## src/rtl/truth_table_sweeper.sv

```systemverilog
`default_nettype none
// ============================================================================
// Module   : truth_table_sweeper
// Purpose  : Walks every N-bit input vector, drives it to two combinational
//            DUTs, waits DWELL settle cycles, then compares their outputs.
//            Counts mismatches, captures the first failing vector and reports
//            pass/fail through a start/busy/done handshake.
// Options  : SWEEP_GRAY_EN - when defined, vectors are issued in Gray order
//            (one input bit toggles per step) instead of binary order.
// Revision : 1.0 - initial release
// ============================================================================
module truth_table_sweeper #(
   parameter int N     = 5,   // vector width, 1..16
   parameter int DWELL = 10   // settle cycles per vector, 1..65535
) (
   input  logic         clk,
   input  logic         rst,
   input  logic         start_i,
   input  logic         abort_i,
   input  logic         f_in_i,
   input  logic         g_in_i,
   output logic [N-1:0] vec_o,
   output logic         busy_o,
   output logic         done_o,
   output logic [N:0]   err_cnt_o,
   output logic [N-1:0] first_err_vec_o,
   output logic         first_err_valid_o,
   output logic         pass_o
);

   typedef enum logic [1:0] {
      S_IDLE   = 2'd0,
      S_SETTLE = 2'd1,
      S_CHECK  = 2'd2,
      S_DONE   = 2'd3
   } state_t;

   // Terminal values for the dwell counter and the vector index.
   localparam logic [15:0]  C_DWELL_LAST = 16'(DWELL - 1);
   localparam logic [N-1:0] C_IDX_LAST   = {N{1'b1}};

   state_t         state_q, state_d;
   logic [N-1:0]   idx_q, idx_d;
   logic [15:0]    dwell_q, dwell_d;
   logic [N:0]     err_q, err_d;
   logic [N-1:0]   fvec_q, fvec_d;
   logic           fvalid_q, fvalid_d;
   logic           pass_q, pass_d;

   logic [N-1:0]   w_vec;
   logic           w_mismatch;

   // Vector ordering: the index always counts in binary; only the mapping
   // from index to driven vector changes between builds, so sweep length
   // and timing are identical in both.
`ifdef SWEEP_GRAY_EN
   assign w_vec = idx_q ^ (idx_q >> 1);
`else
   assign w_vec = idx_q;
`endif

   assign w_mismatch = f_in_i ^ g_in_i;

   // State and result registers; reset has priority over everything.
   always_ff @(posedge clk) begin
      if (rst) begin
         state_q  <= S_IDLE;
         idx_q    <= '0;
         dwell_q  <= '0;
         err_q    <= '0;
         fvec_q   <= '0;
         fvalid_q <= 1'b0;
         pass_q   <= 1'b0;
      end else begin
         state_q  <= state_d;
         idx_q    <= idx_d;
         dwell_q  <= dwell_d;
         err_q    <= err_d;
         fvec_q   <= fvec_d;
         fvalid_q <= fvalid_d;
         pass_q   <= pass_d;
      end
   end

   // Next-state, result update and handshake decode.
   always_comb begin
      state_d  = state_q;
      idx_d    = idx_q;
      dwell_d  = dwell_q;
      err_d    = err_q;
      fvec_d   = fvec_q;
      fvalid_d = fvalid_q;
      pass_d   = pass_q;
      busy_o   = 1'b0;
      done_o   = 1'b0;

      case (state_q)
         S_IDLE: begin
            // start beats abort here; abort only matters mid-sweep.
            if (start_i) begin
               state_d  = S_SETTLE;
               idx_d    = '0;
               dwell_d  = '0;
               err_d    = '0;
               fvec_d   = '0;
               fvalid_d = 1'b0;
               pass_d   = 1'b0;
            end
         end

         S_SETTLE: begin
            busy_o = 1'b1;
            if (abort_i) begin
               state_d = S_IDLE;
            end else if (dwell_q == C_DWELL_LAST) begin
               dwell_d = '0;
               state_d = S_CHECK;
            end else begin
               dwell_d = dwell_q + 16'd1;
            end
         end

         S_CHECK: begin
            busy_o = 1'b1;
            // An abort in this cycle discards the sample entirely.
            if (abort_i) begin
               state_d = S_IDLE;
            end else begin
               if (w_mismatch) begin
                  err_d = err_q + {{N{1'b0}}, 1'b1};
                  if (!fvalid_q) begin
                     fvec_d   = w_vec;
                     fvalid_d = 1'b1;
                  end
               end
               if (idx_q == C_IDX_LAST) begin
                  // pass must already be valid in the done cycle.
                  pass_d  = (err_q == '0) && !w_mismatch;
                  state_d = S_DONE;
               end else begin
                  idx_d   = idx_q + {{(N-1){1'b0}}, 1'b1};
                  state_d = S_SETTLE;
               end
            end
         end

         S_DONE: begin
            done_o  = 1'b1;
            state_d = S_IDLE;
         end

         default: begin
            state_d = S_IDLE;
         end
      endcase
   end

   assign vec_o             = w_vec;
   assign err_cnt_o         = err_q;
   assign first_err_vec_o   = fvec_q;
   assign first_err_valid_o = fvalid_q;
   assign pass_o            = pass_q;

endmodule
`default_nettype wire

```

## config.mk

```make
export PLATFORM = sky130hd
export DESIGN_NAME = truth_table_sweeper
export DESIGN_NICKNAME = d
export VERILOG_FILES = /design/src/rtl/truth_table_sweeper.sv
export SDC_FILE = /design/constraint.sdc
export NUM_CORES = 1
export LEC_CHECK = 0
export CAP_MARGIN = 30
export CELL_PAD_IN_SITES_DETAIL_PLACEMENT = 1
export CELL_PAD_IN_SITES_GLOBAL_PLACEMENT = 1
export CORE_UTILIZATION = 42
export DETAILED_ROUTE_END_ITERATION = 12
export GPL_ROUTABILITY_DRIVEN = 0
export PLACE_DENSITY_LB_ADDON = 0.1
export RECOVER_POWER = 100
export SLEW_MARGIN = 10
export SYNTH_ARGS = -nofsm -noshare
export SYNTH_HDL_FRONTEND = slang
export SYNTH_SLANG_ARGS = --single-unit
export TNS_END_PERCENT = 10
```

## constraint.sdc

```tcl
create_clock -name clk -period 2.4 [get_ports clk]
set_input_delay 0.48 -clock clk [delete_from_list [all_inputs] [get_ports clk]]
set_output_delay 0.48 -clock clk [all_outputs]
set_load 0.01 [all_outputs]
```

# After elaboration in Yosys (flattened, before gate mapping)
# Index checks and enable logic that the tools add are counted.
[totals]
out_inout_bits = 20
word_cells = 68
input_bits = 6
ff_bits = 36
[classes]
reduce_logical = 13
n_eq_ne = 13
bitwise = 1
muxes = 31
n_addsub = 3
[ops]
columns = ["cell", "n"]
rows = [
  ["$mux 16", 3],
  ["$pmux 16 s2", 1],
  ["$mux 5", 6],
  ["$pmux 5 s2", 2],
  ["$mux 6", 3],
  ["$add 16x1->16 const B", 1],
  ["$eq 16x4->1 const B", 1],
  ["$ne 2x2->1 const B", 7],
  ["$pmux 6 s2", 1],
  ["$reduce_and 4->1", 3],
  ["$mux 2", 5],
  ["$pmux 2 s4", 1],
  ["$mux 1", 7],
  ["$add 6x1->6 const B", 1],
  ["$logic_not 6->1", 1],
  ["$add 5x1->5 const B", 1],
  ["$eq 5x5->1 const B", 1],
  ["$reduce_and 5->1", 1],
  ["$eq 2x2->1 const B", 2],
  ["$pmux 1 s2", 2],
  ["$reduce_bool 2->1", 2],
  ["$ne 3x3->1 const B", 1],
  ["$reduce_and 3->1", 1],
  ["$eq 2x1->1 const B", 1],
  ["other kinds (6)", 6],
]

# Longest topological paths before layout
[logic_depth]
word_depth = 6
ltp_mapped = 8
depth_no_buf = 7

# Worst setup path after synthesis
# No wires, ideal clock.
[synth_path]
kind = "reg2reg"
from = "register idx_q[0] (netlist: vec_o[0])"
to = "register state_q[1]"
slack_ns = 0.606
path_stages_with_launch = 8
n_path_buf = 1
setup_ns = 0.074
t_arrival_ns = 1.719
required_time_ns = 2.326
period_less_slack_ns = 1.794
path_cell_list = "dfxtp_1 ha_1 and3_1 ha_1 buf_1 a21oi_1 a2111o_1 a31oi_1"
[synth_between]
elab_chain_cells = 4
[synth_rtl]
columns = ["element", "line_no", "text"]
rows = [
  ["from (decl)", "43", "logic [N-1:0] idx_q, idx_d;"],
  ["from (signal assigned)", "76", "idx_q <= idx_d;"],
  ["$eq 5x5->1", "136", "if (idx_q == C_IDX_LAST) begin"],
  ["$mux 2", "136", ""],
  ["$mux 2", "126", "if (abort_i) begin"],
  ["$pmux 2 s4", "97", "case (state_q)"],
  ["to (signal assigned)", "75", "state_q <= state_d;"],
  ["to (decl)", "42", "state_t state_q, state_d;"],
]
# Every way passes these cells.
# A chain may end at the register's enable or synchronous reset.

# Worst setup path in the final report
[layout_path]
from = "register state_q[0]"
to = "output busy_o"
[layout_between]
elab_chain_cells = 3
elab_cells_between_ends = 4
cone_classes = "eq/ne: 2; mux: 1; reduce/logical: 1"
[layout_rtl]
columns = ["element", "line_no", "text"]
rows = [
  ["$eq 2x2->1 / $eq 2x1->1 (equally long branches)", "97", ""],
  ["$reduce_or 2->1 (no source line) *", "-", ""],
  ["$mux 1 *", "97", ""],
  ["to (decl)", "23", "output logic busy_o,"],
]
# Every way passes the cells marked *; elsewhere a longest branch is shown, timed or not.

==> flow_metrics.tcl <==
set metrics [dict create \
    clk-insertion-delay-late_ns 0.29 \
    cts_buffers 5 \
    min_period_ns 2.13 \
    grt_max_degree 41 \
    arrival_ns 1.65 \
    hold_violations 0 \
    min_from "first_err_vec_o[4]" \
    final_nets 327 \
    track_usage_pct 23.3 \
    cts-root-buf "clkbuf_8" \
    critPathLaunchType "register" \
    hold_class "reg -> reg" \
    synth_top_flop_cell "dfxtp_1" \
    ys_seq_area_share_pct 31.6 \
    cap_viol_max_count 0 \
    reg2reg_slack_ns 0.28 \
    status "complete, no violations" \
    synth_area_mm2 0.00228 \
    diodes 0 \
    required_ns 1.92 \
    syn2layout_area_growth_pct 18.4 \
    post-cts-setup-buffer-count 0 \
    dr.pass1.iters 4 \
    finalCritPeriodShare_pct 88.6 \
    max_freq_ghz 0.470 \
    overflow 0 \
    grt_pass1_wl_mm 10.1 \
    fp.dieH_um 75.6 \
    yosysUniqueCellTypes 53 \
    timing.rr.start "state_q[0]" \
    endpoint_kind "primary output" \
    wl_per_cell_um 16.3 \
    synth.avg_cell_area_um2 8.08 \
    finalClockSkew_ns 0.00465 \
    whs_endpoint "first_err_vec_o[4]" \
    fp-row-count 26 \
    power_density_mw_per_mm2 473 \
    synthesis.nets 298 \
    reg2reg_to "err_cnt_o[5]" \
    synth.ff_latch_count 36 \
    p_leak_uw 0.000914 \
    yosysWarningCount 0 \
    synth_enable_flop_cells 0 \
    start_util_pct 44.0 \
    path_class "reg -> out" \
    async_reset_ff_share_pct 0 \
    clockBufferDepth 2 \
    reg2regPathDepth 6 \
    vias 2248 \
    grt_pass1_vias 2142 \
    die_area_mm2 0.00572 \
    clock-sinks 36 \
    first_iter_violations 99 \
    wirelength_mm 6.22 \
    finalSetupViolCount 0 \
    worst_slew_margin_rel_pct 57.5 \
    clkSlewWorstSetupHoldPaths_ns 0.07 \
    cts_tree "yes" \
    tightest_slew_ns 0.637 \
    postRouteAntennaNets 0 \
    rsz0062_at_grt "no" \
    cts_max_level 2 \
    hpwl_mm 4.40 \
    drive_above_1_share_pct 7.37 \
    netlist_instances 282 \
    hold_buffers 0 \
    via_per_inst 5.88 \
    io_pins 26 \
    port_buffers 25 \
    place_area_mm2 0.00263 \
    fin_tns_setup_ns 0 \
    die_w_um 75.6 \
    cts_resized 0 \
    maxSlewViolCount 0 \
    drc 0 \
    core_area_mm2 0.00517 \
    final_area_mm2 0.00270 \
    hold_depth 2 \
    antenna_found_initial 0 \
    crit_fanout 3 \
    ir_drop_mv 0.291 \
]
-- per-stage QoR --
step	hold WS [ns]	utilization, %	worst slack, ns	instances	total power, uW
6_report	0.496	52.1	0.274	382	1270
3_5_place_dp	0.484	50.8	0.290	374	841
5_1_grt	0.536	52.1	0.157	382	1340
2_1_floorplan	0.474	-	0.606	282	767
4_1_cts	0.503	52.6	0.317	382	1300
3_3_place_gp	0.492	50.8	0.340	374	839
-- cells in the final DEF, fill, tap and decap left out, types with 5 or more instances in the layout --
cell,netlist,routed
dfxtp_1,36,36
nand2_1,21,21
nor2_1,20,20
nand3_1,20,20
dlygate4sd3_1,0,20
inv_1,18,18
a21oi_1,16,16
nand2b_1,13,13
nand4_1,13,13
o311ai_0,8,11
ha_1,10,10
buf_4,0,10
nor3_1,8,9
nand4b_1,7,7
nand3b_1,6,6
clkbuf_8,0,6
nor2b_1,4,5
o21ai_0,4,5
a2bb2oi_1,5,5
clkbuf_1,5,5
-- logic make-up after synthesis --
group                    count (synthesis)  share of synthesized area [%]
flip-flops                              36                           31.6
adder cells (fa/ha/maj)                 10                           5.49
multiplexers                             3                           1.37
XOR/XNOR                                 3                           1.15
buffers and inverters                   34                           6.37
AO/OA/AOI/OAI                           60                           19.2
AND/OR/NAND/NOR                        136                           34.8
-- sequential cells by signal, indices dropped and copies added (netlist names) --
name and cells:
dwell_q 16, err_cnt_o 6, first_err_valid_o 1, first_err_vec_o 5, pass_o 1, state_q 2
vec_o 5
-- cell type report --
type / count / area (um^2)
fillers: 659 / 2480
multi-input cells: 212 / 1400
flip-flops and latches: 36 / 721
repair buffers: 38 / 332
clock buffers: 8 / 90.1
well taps: 70 / 87.6
inverters: 18 / 67.6
-- power breakdown --
group / leakage, uW / total (uW) / switching, uW / internal [uW]
logic: 0.000578 / 212 / 141 / 71.6
clock network: 0.0000455 / 454 / 220 / 234
registers: 0.000290 / 609 / 6.03 / 602
-- synthesized netlist by cell type (2+ instances only) --
cell type,number,area share (%)
a21oi_1,16,3.5
a22oi_1,2,0.66
a2bb2oi_1,5,1.9
a311oi_1,2,0.77
a31oi_1,3,0.82
a32o_1,2,0.88
a32oi_1,2,0.77
and2_1,2,0.55
and3_1,2,0.55
buf_1,2,0.33
buf_2,8,1.8
clkbuf_1,5,0.82
dfxtp_1,36,32
ha_1,10,5.5
inv_1,18,3.0
mux2i_1,2,0.88
nand2_1,21,3.5
nand2b_1,13,3.6
nand3_1,20,4.4
nand3b_1,6,2.0
nand4_1,13,3.6
nand4b_1,7,2.7
nor2_1,20,3.3
nor2b_1,4,1.1
nor3_1,8,1.8
nor3b_1,4,1.3
nor4_1,4,1.1
nor4b_1,3,1.2
nor4b_2,2,1.3
o21a_1,2,0.66
o21ai_0,4,0.88
o21ai_1,2,0.44
o311ai_0,8,3.1
o311ai_1,3,1.2
o41ai_1,2,0.77
xor2_1,2,0.77
-- metal layers --
layer  up-vias  track usage [%]  part of all wire (%)
met2        36             41.9                    49
met5         -                0                     0
li1       1105                -                     -
met1      1099             28.2                    46
met3         8             3.57                   3.2
met4         0             8.23                   1.7
-- worst max-delay path, stage by stage (launching register included) --
cell           delay, ns
dfxtp_1             0.37
inv_1               0.10
ha_1                0.29
dlygate4sd3_1       0.60
-- worst max path at each step --
stage,start,cells past startpoint,endpoint
final,state_q[0],3,busy_o
after detailed placement,abort_i,6,dwell_q[12]
after global routing,state_q[0],7,dwell_q[9]
after CTS,state_q[1],3,busy_o
after global placement,abort_i,6,dwell_q[12]
after floorplan,vec_o[0],7,state_q[1]
(Power assumes the default switching activity.)
